<file path="src/rtl/mem_arbiter.sv">
// mem_arbiter: two-port arbiter in front of a single-ported word memory.
//
// Each port issues a request (req/we/addr/be/wdata). The arbiter grants at most
// one port per cycle and forwards that port's command onto the mem_* bus in the
// same cycle. Read data returns one cycle later on the owning port's
// rvalid/rdata.
//
// Handshake: pN_req is a level held by the requester until pN_gnt is seen high
// in the same cycle; the command fields must stay stable while req is high. A
// grant is the completion of a write. For a read, the grant is followed exactly
// one cycle later by pN_rvalid with pN_rdata, and that return cannot be
// back-pressured.
//
// Parameters: ADDR_WIDTH (word address bits), BYTES_PER_WORD (data is 8x this),
//   STARVE_LIMIT (1..255, denied cycles of port 1 before it is forced through).
// Ports:
//   clk, rst            clock, synchronous active-low reset
//   lock                1 = only port 1 may be granted
//   pN_req/we/addr/be/wdata   port N command inputs
//   pN_gnt              grant, same cycle as the memory access
//   pN_rvalid/rdata     read return, one cycle after a granted read
//   mem_en/we/addr/be/wdata   memory command (all zero when idle)
//   mem_rdata           memory read data, one cycle after a read strobe
//   rd_state            debug view of the read tracking state (0 IDLE, 1 RD0, 2 RD1)
// Build option: define MEM_ARBITER_RR_EN for round-robin arbitration when
// unlocked; by default port 0 has fixed priority with port-1 starvation relief.
module mem_arbiter #(
  parameter int ADDR_WIDTH     = 4,
  parameter int BYTES_PER_WORD = 4,
  parameter int STARVE_LIMIT   = 15
) (
  input  logic                        clk,
  input  logic                        rst,
  input  logic                        lock,
  input  logic                        p0_req,
  input  logic                        p1_req,
  input  logic                        p0_we,
  input  logic                        p1_we,
  input  logic [ADDR_WIDTH-1:0]       p0_addr,
  input  logic [ADDR_WIDTH-1:0]       p1_addr,
  input  logic [BYTES_PER_WORD-1:0]   p0_be,
  input  logic [BYTES_PER_WORD-1:0]   p1_be,
  input  logic [8*BYTES_PER_WORD-1:0] p0_wdata,
  input  logic [8*BYTES_PER_WORD-1:0] p1_wdata,
  output logic                        p0_gnt,
  output logic                        p1_gnt,
  output logic                        p0_rvalid,
  output logic                        p1_rvalid,
  output logic [8*BYTES_PER_WORD-1:0] p0_rdata,
  output logic [8*BYTES_PER_WORD-1:0] p1_rdata,
  output logic                        mem_en,
  output logic                        mem_we,
  output logic [ADDR_WIDTH-1:0]       mem_addr,
  output logic [BYTES_PER_WORD-1:0]   mem_be,
  output logic [8*BYTES_PER_WORD-1:0] mem_wdata,
  input  logic [8*BYTES_PER_WORD-1:0] mem_rdata,
  output logic [1:0]                  rd_state
);

  typedef enum logic [1:0] {
    IDLE = 2'd0,
    RD0  = 2'd1,
    RD1  = 2'd2
  } rd_state_t;

  rd_state_t state;

`ifdef MEM_ARBITER_RR_EN
  // Port that wins the next contended cycle (the one not granted most recently).
  logic rr_ptr;
`else
  localparam logic [7:0] LIMIT = 8'(STARVE_LIMIT);
  logic [7:0] starve_cnt;
`endif

  // Grant decision. Everything is forced low while reset is asserted so the
  // memory sees no strobe during reset.
  always_comb begin
    p0_gnt = 1'b0;
    p1_gnt = 1'b0;
    if (rst) begin
      if (lock) begin
        p1_gnt = p1_req;
      end else if (p0_req && p1_req) begin
`ifdef MEM_ARBITER_RR_EN
        if (rr_ptr) p1_gnt = 1'b1;
        else        p0_gnt = 1'b1;
`else
        if (starve_cnt == LIMIT) p1_gnt = 1'b1;
        else                     p0_gnt = 1'b1;
`endif
      end else begin
        p0_gnt = p0_req;
        p1_gnt = p1_req;
      end
    end
  end

  // Command mux; the bus is held at zero when nothing is granted.
  always_comb begin
    mem_en    = p0_gnt | p1_gnt;
    mem_we    = 1'b0;
    mem_addr  = '0;
    mem_be    = '0;
    mem_wdata = '0;
    if (p0_gnt) begin
      mem_we    = p0_we;
      mem_addr  = p0_addr;
      mem_be    = p0_be;
      mem_wdata = p0_wdata;
    end else if (p1_gnt) begin
      mem_we    = p1_we;
      mem_addr  = p1_addr;
      mem_be    = p1_be;
      mem_wdata = p1_wdata;
    end
  end

  // Read tracking and arbitration history. The tracking state records only the
  // owner of the read issued this cycle, so a read in flight always returns to
  // its owner regardless of what lock or the requests do next.
  always_ff @(posedge clk) begin
    if (!rst) begin
      state <= IDLE;
`ifdef MEM_ARBITER_RR_EN
      rr_ptr <= 1'b0;
`else
      starve_cnt <= '0;
`endif
    end else begin
      if (p0_gnt && !p0_we)      state <= RD0;
      else if (p1_gnt && !p1_we) state <= RD1;
      else                       state <= IDLE;
`ifdef MEM_ARBITER_RR_EN
      if (p0_gnt)      rr_ptr <= 1'b1;
      else if (p1_gnt) rr_ptr <= 1'b0;
`else
      // Counts consecutive cycles port 1 waited; saturates at the limit, which
      // is the value that hands port 1 the next contended cycle.
      if (p1_req && !p1_gnt) begin
        if (starve_cnt != LIMIT) starve_cnt <= starve_cnt + 8'd1;
      end else begin
        starve_cnt <= '0;
      end
`endif
    end
  end

  assign p0_rvalid = rst && (state == RD0);
  assign p1_rvalid = rst && (state == RD1);
  assign p0_rdata  = p0_rvalid ? mem_rdata : '0;
  assign p1_rdata  = p1_rvalid ? mem_rdata : '0;
  assign rd_state  = state;

endmodule
</file>
<file path="config.mk">
export PLATFORM = sky130hd
export DESIGN_NAME = mem_arbiter
export DESIGN_NICKNAME = d
export VERILOG_FILES = /design/src/rtl/mem_arbiter.sv
export SDC_FILE = /design/constraint.sdc
export NUM_CORES = 1
export LEC_CHECK = 0
export CORE_AREA = 2 2 90 92
export CTS_CLUSTER_SIZE = 8
export DETAILED_ROUTE_END_ITERATION = 10
export DIE_AREA = 0 0 92 94
export GPL_TIMING_DRIVEN = 0
export PLACE_DENSITY = 0.69
export SETUP_SLACK_MARGIN = 0.1
export SLEW_MARGIN = 20
export SYNTH_ARGS = -nofsm -noshare
export SYNTH_HDL_FRONTEND = slang
export SYNTH_SLANG_ARGS = --single-unit
</file>
<file path="constraint.sdc">
create_clock -name clk -period 2.22 [get_ports clk]
set_input_delay 0.444 -clock clk [delete_from_list [all_inputs] [get_ports clk]]
set_output_delay 0.444 -clock clk [all_outputs]
set_load 0.005 [all_outputs]
</file>
==> impl_results.md <==
- FMAX: 388 MHz
- Pleak: 2.05 nW
- Crit-path max FO: 10
- Slew HR: 60.7%
- Via count: 2467
- EDFF count, synth: 0
- CP arrival: 2.13 ns
- Total wire length: 8840 µm
- Nets: 564
- DRC Markers: 0
- Number of global-route vias before repair: 2565
- Initial DRC count: 40
- Worst min path class: reg -> reg
- Post-synth net total: 296
- Largest cells by area after synthesis: and2_1 (30%), a32o_1 (29%), dfxtp_1 (15%)
- Critical path required time: 1.78 ns
- Critical Path Source Type: flip-flop
- Tcrit/Tclk final: 116%
- Antenna fix cells: 0
- CP delay by family, top: compound AO/OA/AOI/OAI gates
- Complex-gate fraction of the synthesized area: 34.5%
- DIE AREA: 0.00865 mm²
- Hold Fails Final Rpt: 0
- Share of the synthesized area in the top cell type: 30.0%
- Tmin final: 2.58 ns
- I/O pins: 231
- Post-synthesis sequential element count: 10
- Post-Syn Area: 0.00138 mm²
- DR vias/cell: 4.53
- Pre-Repair DR Iteration Count: 4
- Worst slack, placed: -0.837 ns
- Core ar.: 0.00761 mm²
- Slew @ Worst Pin: 0.588 ns
- Share of layout cells above drive strength 1: 27.3%
- Port Buffers: 230
- Antenna-violating nets left: 0
- Pins Over Slew Limit: 0
- Pwr/cell area: 213 mW/mm²
- Setup CP Type: reg -> out
- Post-synthesis adder-cell area fraction: 0.909%
- Failing checks: setup timing
- Commonest cells post-synth: and2_1 (66), a32o_1 (40), clkbuf_1 (11)
- Yosys warns: 0
- HPWL after detailed placement: 6880 µm
- Drt wl/cell: 16.2 µm
- Num CTS Buffers: 3
- Largest net degree at the start of global routing: 11
- Initial antenna violation count: 0
- Clock Sinks: 10
- CP cell instances: or4_4, o311a_1, buf_6, buf_8, a32o_1, buf_2
- GPL Wtd Cong: 0.810
- Clock skew: 0.00153 ns
- Synth Area in Simple Gates: 38.0%
- Crit path max-delay cell type: or4_4
- Starting Density: 18.1%
- Filler cells: 734
- CTS clk-pin slew, worst paths: 0.05 ns
- First-pass GRT wire length: 13000 µm
- Top-count cell post-synth: and2_1
- H-Tree Depth: 1
- Clock buffer depth: 2
- Multiplexer area fraction after synthesis: 0.727%
- CP Buf/Inv Count: 3
- FP Rows: 32
- Largest family of logic cells by synthesized area: simple AND/OR/NAND/NOR gates
- Post-synthesis xor/xnor area fraction: 1.91%
- RSZ-0062 raised after global routing: yes
- Post-synthesis area per instance: 7.82 µm²
- CTS tree: built
- Synth Instances: 176
- Count of cell types in the netlist: 28
- Final WS setup: -0.356 ns
- Gr ovfl total: 0
- Top cell type by total area after synthesis: and2_1
- Outcome: finished, violations left
- Die extent in x: 92 µm
- Die Height: 94 µm
- Sequential share of the synthesized area: 14.5%
- Main synth FF type: dfxtp_1
- Final setup fails: 43
- VDD IR-drop max: 0.196 mV
- Clk_lat worst skew: 0.23 ns
- Root Driver: clkbuf_8
- Min Hold Slack: 0.450 ns
- Synth async-reset ratio: 0%
- Layout area overhead: 197%
- Crit path largest cell delay: 0.54 ns
- CP endpoint kind: primary output
- Max_cap viols: 0
- GRT Total Usage: 18.9%
-- through the flow --
step	std cells	TNS (ns)	area [µm²]	power [mW]	util [%]
after floorplan	176	0	1380	0.298	-
after global placement	508	-71.45	3810	0.655	50.0
after detailed placement	508	-73.69	3810	0.655	50.0
after CTS	540	-16.24	4090	0.883	53.8
after global routing	545	-15.19	4090	0.915	53.7
final	545	-13.14	4090	0.870	53.7
-- timing repair --
action	4_1_cts	5_1_grt
buffers inserted	21	4
setup endpoints to repair	110	61
gates cloned	7	1
pin swaps	4	22
resized for setup	212	92
hold buffers	0	0
-- registers in the layout (all words and copies together), names as in the netlist --
register / flops
rd_state: 2
starve_cnt: 8
-- worst reg2reg max path, cell delays in order (launching register included) --
cell	delay, ns
dfxtp_4	0.35
or4_4	0.54
buf_4	0.17
o211ai_1	0.50
nor2_1	0.12
-- cell usage in the layout, fill, tap and decap left out, types with 4 or more instances in the layout --
cell type        netlist  layout
a32o_1                40      38
and2_1                66      66
buf_2                  4      20
buf_4                  0      24
buf_6                  4       7
buf_8                  1       5
clkbuf_2               0      28
clkbuf_4               0       5
clkbuf_8               0      13
clkdlybuf4s15_1        0       9
clkdlybuf4s50_1        0     122
dfxtp_1               10       6
dlygate4sd2_1          0      43
dlymetal6s2s_1         0       7
nor2_1                 6       4
-- metal layers --
metal | track usage (%) | vias to the layer above | part of all wire, %
li1 | - | 1198 | -
met1 | 19.9 | 1101 | 35
met2 | 35.4 | 154 | 52
met3 | 4.82 | 14 | 9.4
met4 | 8.46 | 0 | 2.9
met5 | 0 | - | 0
-- worst paths after layout --
| check | from | endpoint | cells after the start | slack (ns) |
|---|---|---|---|---|
| hold reg to reg | starve_cnt[0]$_SDFFE_PN0P_ | starve_cnt[0]$_SDFFE_PN0P_ | 1 | 0.45 |
| hold / removal | starve_cnt[0]$_SDFFE_PN0P_ | starve_cnt[0]$_SDFFE_PN0P_ | 1 | 0.45 |
| setup / recovery | starve_cnt[4]$_SDFFE_PN0P_ | mem_wdata[22] | 6 | -0.36 |
| setup reg to reg | starve_cnt[4]$_SDFFE_PN0P_ | starve_cnt[4]$_SDFFE_PN0P_ | 4 | 0.40 |
-- logic make-up after synthesis --
| group | count (synthesis) |
|---|---|
| adder cells (fa/ha/maj) | 1 |
| AO/OA/AOI/OAI | 52 |
| multiplexers | 1 |
| XOR/XNOR | 3 |
| AND/OR/NAND/NOR | 87 |
| flip-flops | 10 |
| buffers and inverters | 22 |
-- area by class of cell --
cell class                      instances  area (µm²)  share of cell area [%]
Tap cell                              102         128                    3.12
Multi-Input combinational cell        144        1100                    26.9
Timing Repair Buffer                  263        2370                    58.0
Inverter                                2        7.51                   0.184
Buffer                                 20         216                    5.30
Clock buffer                            4        55.1                    1.35
Sequential cell                        10         210                    5.14
-- report_power, final --
group	internal [mW]	switching [mW]	leakage [nW]
clock	0.156	0.0692	0.0288
combinational	0.320	0.144	1.94
sequential	0.180	0.00162	0.0833
No activity file was read; power rests on OpenSTA's default activity.
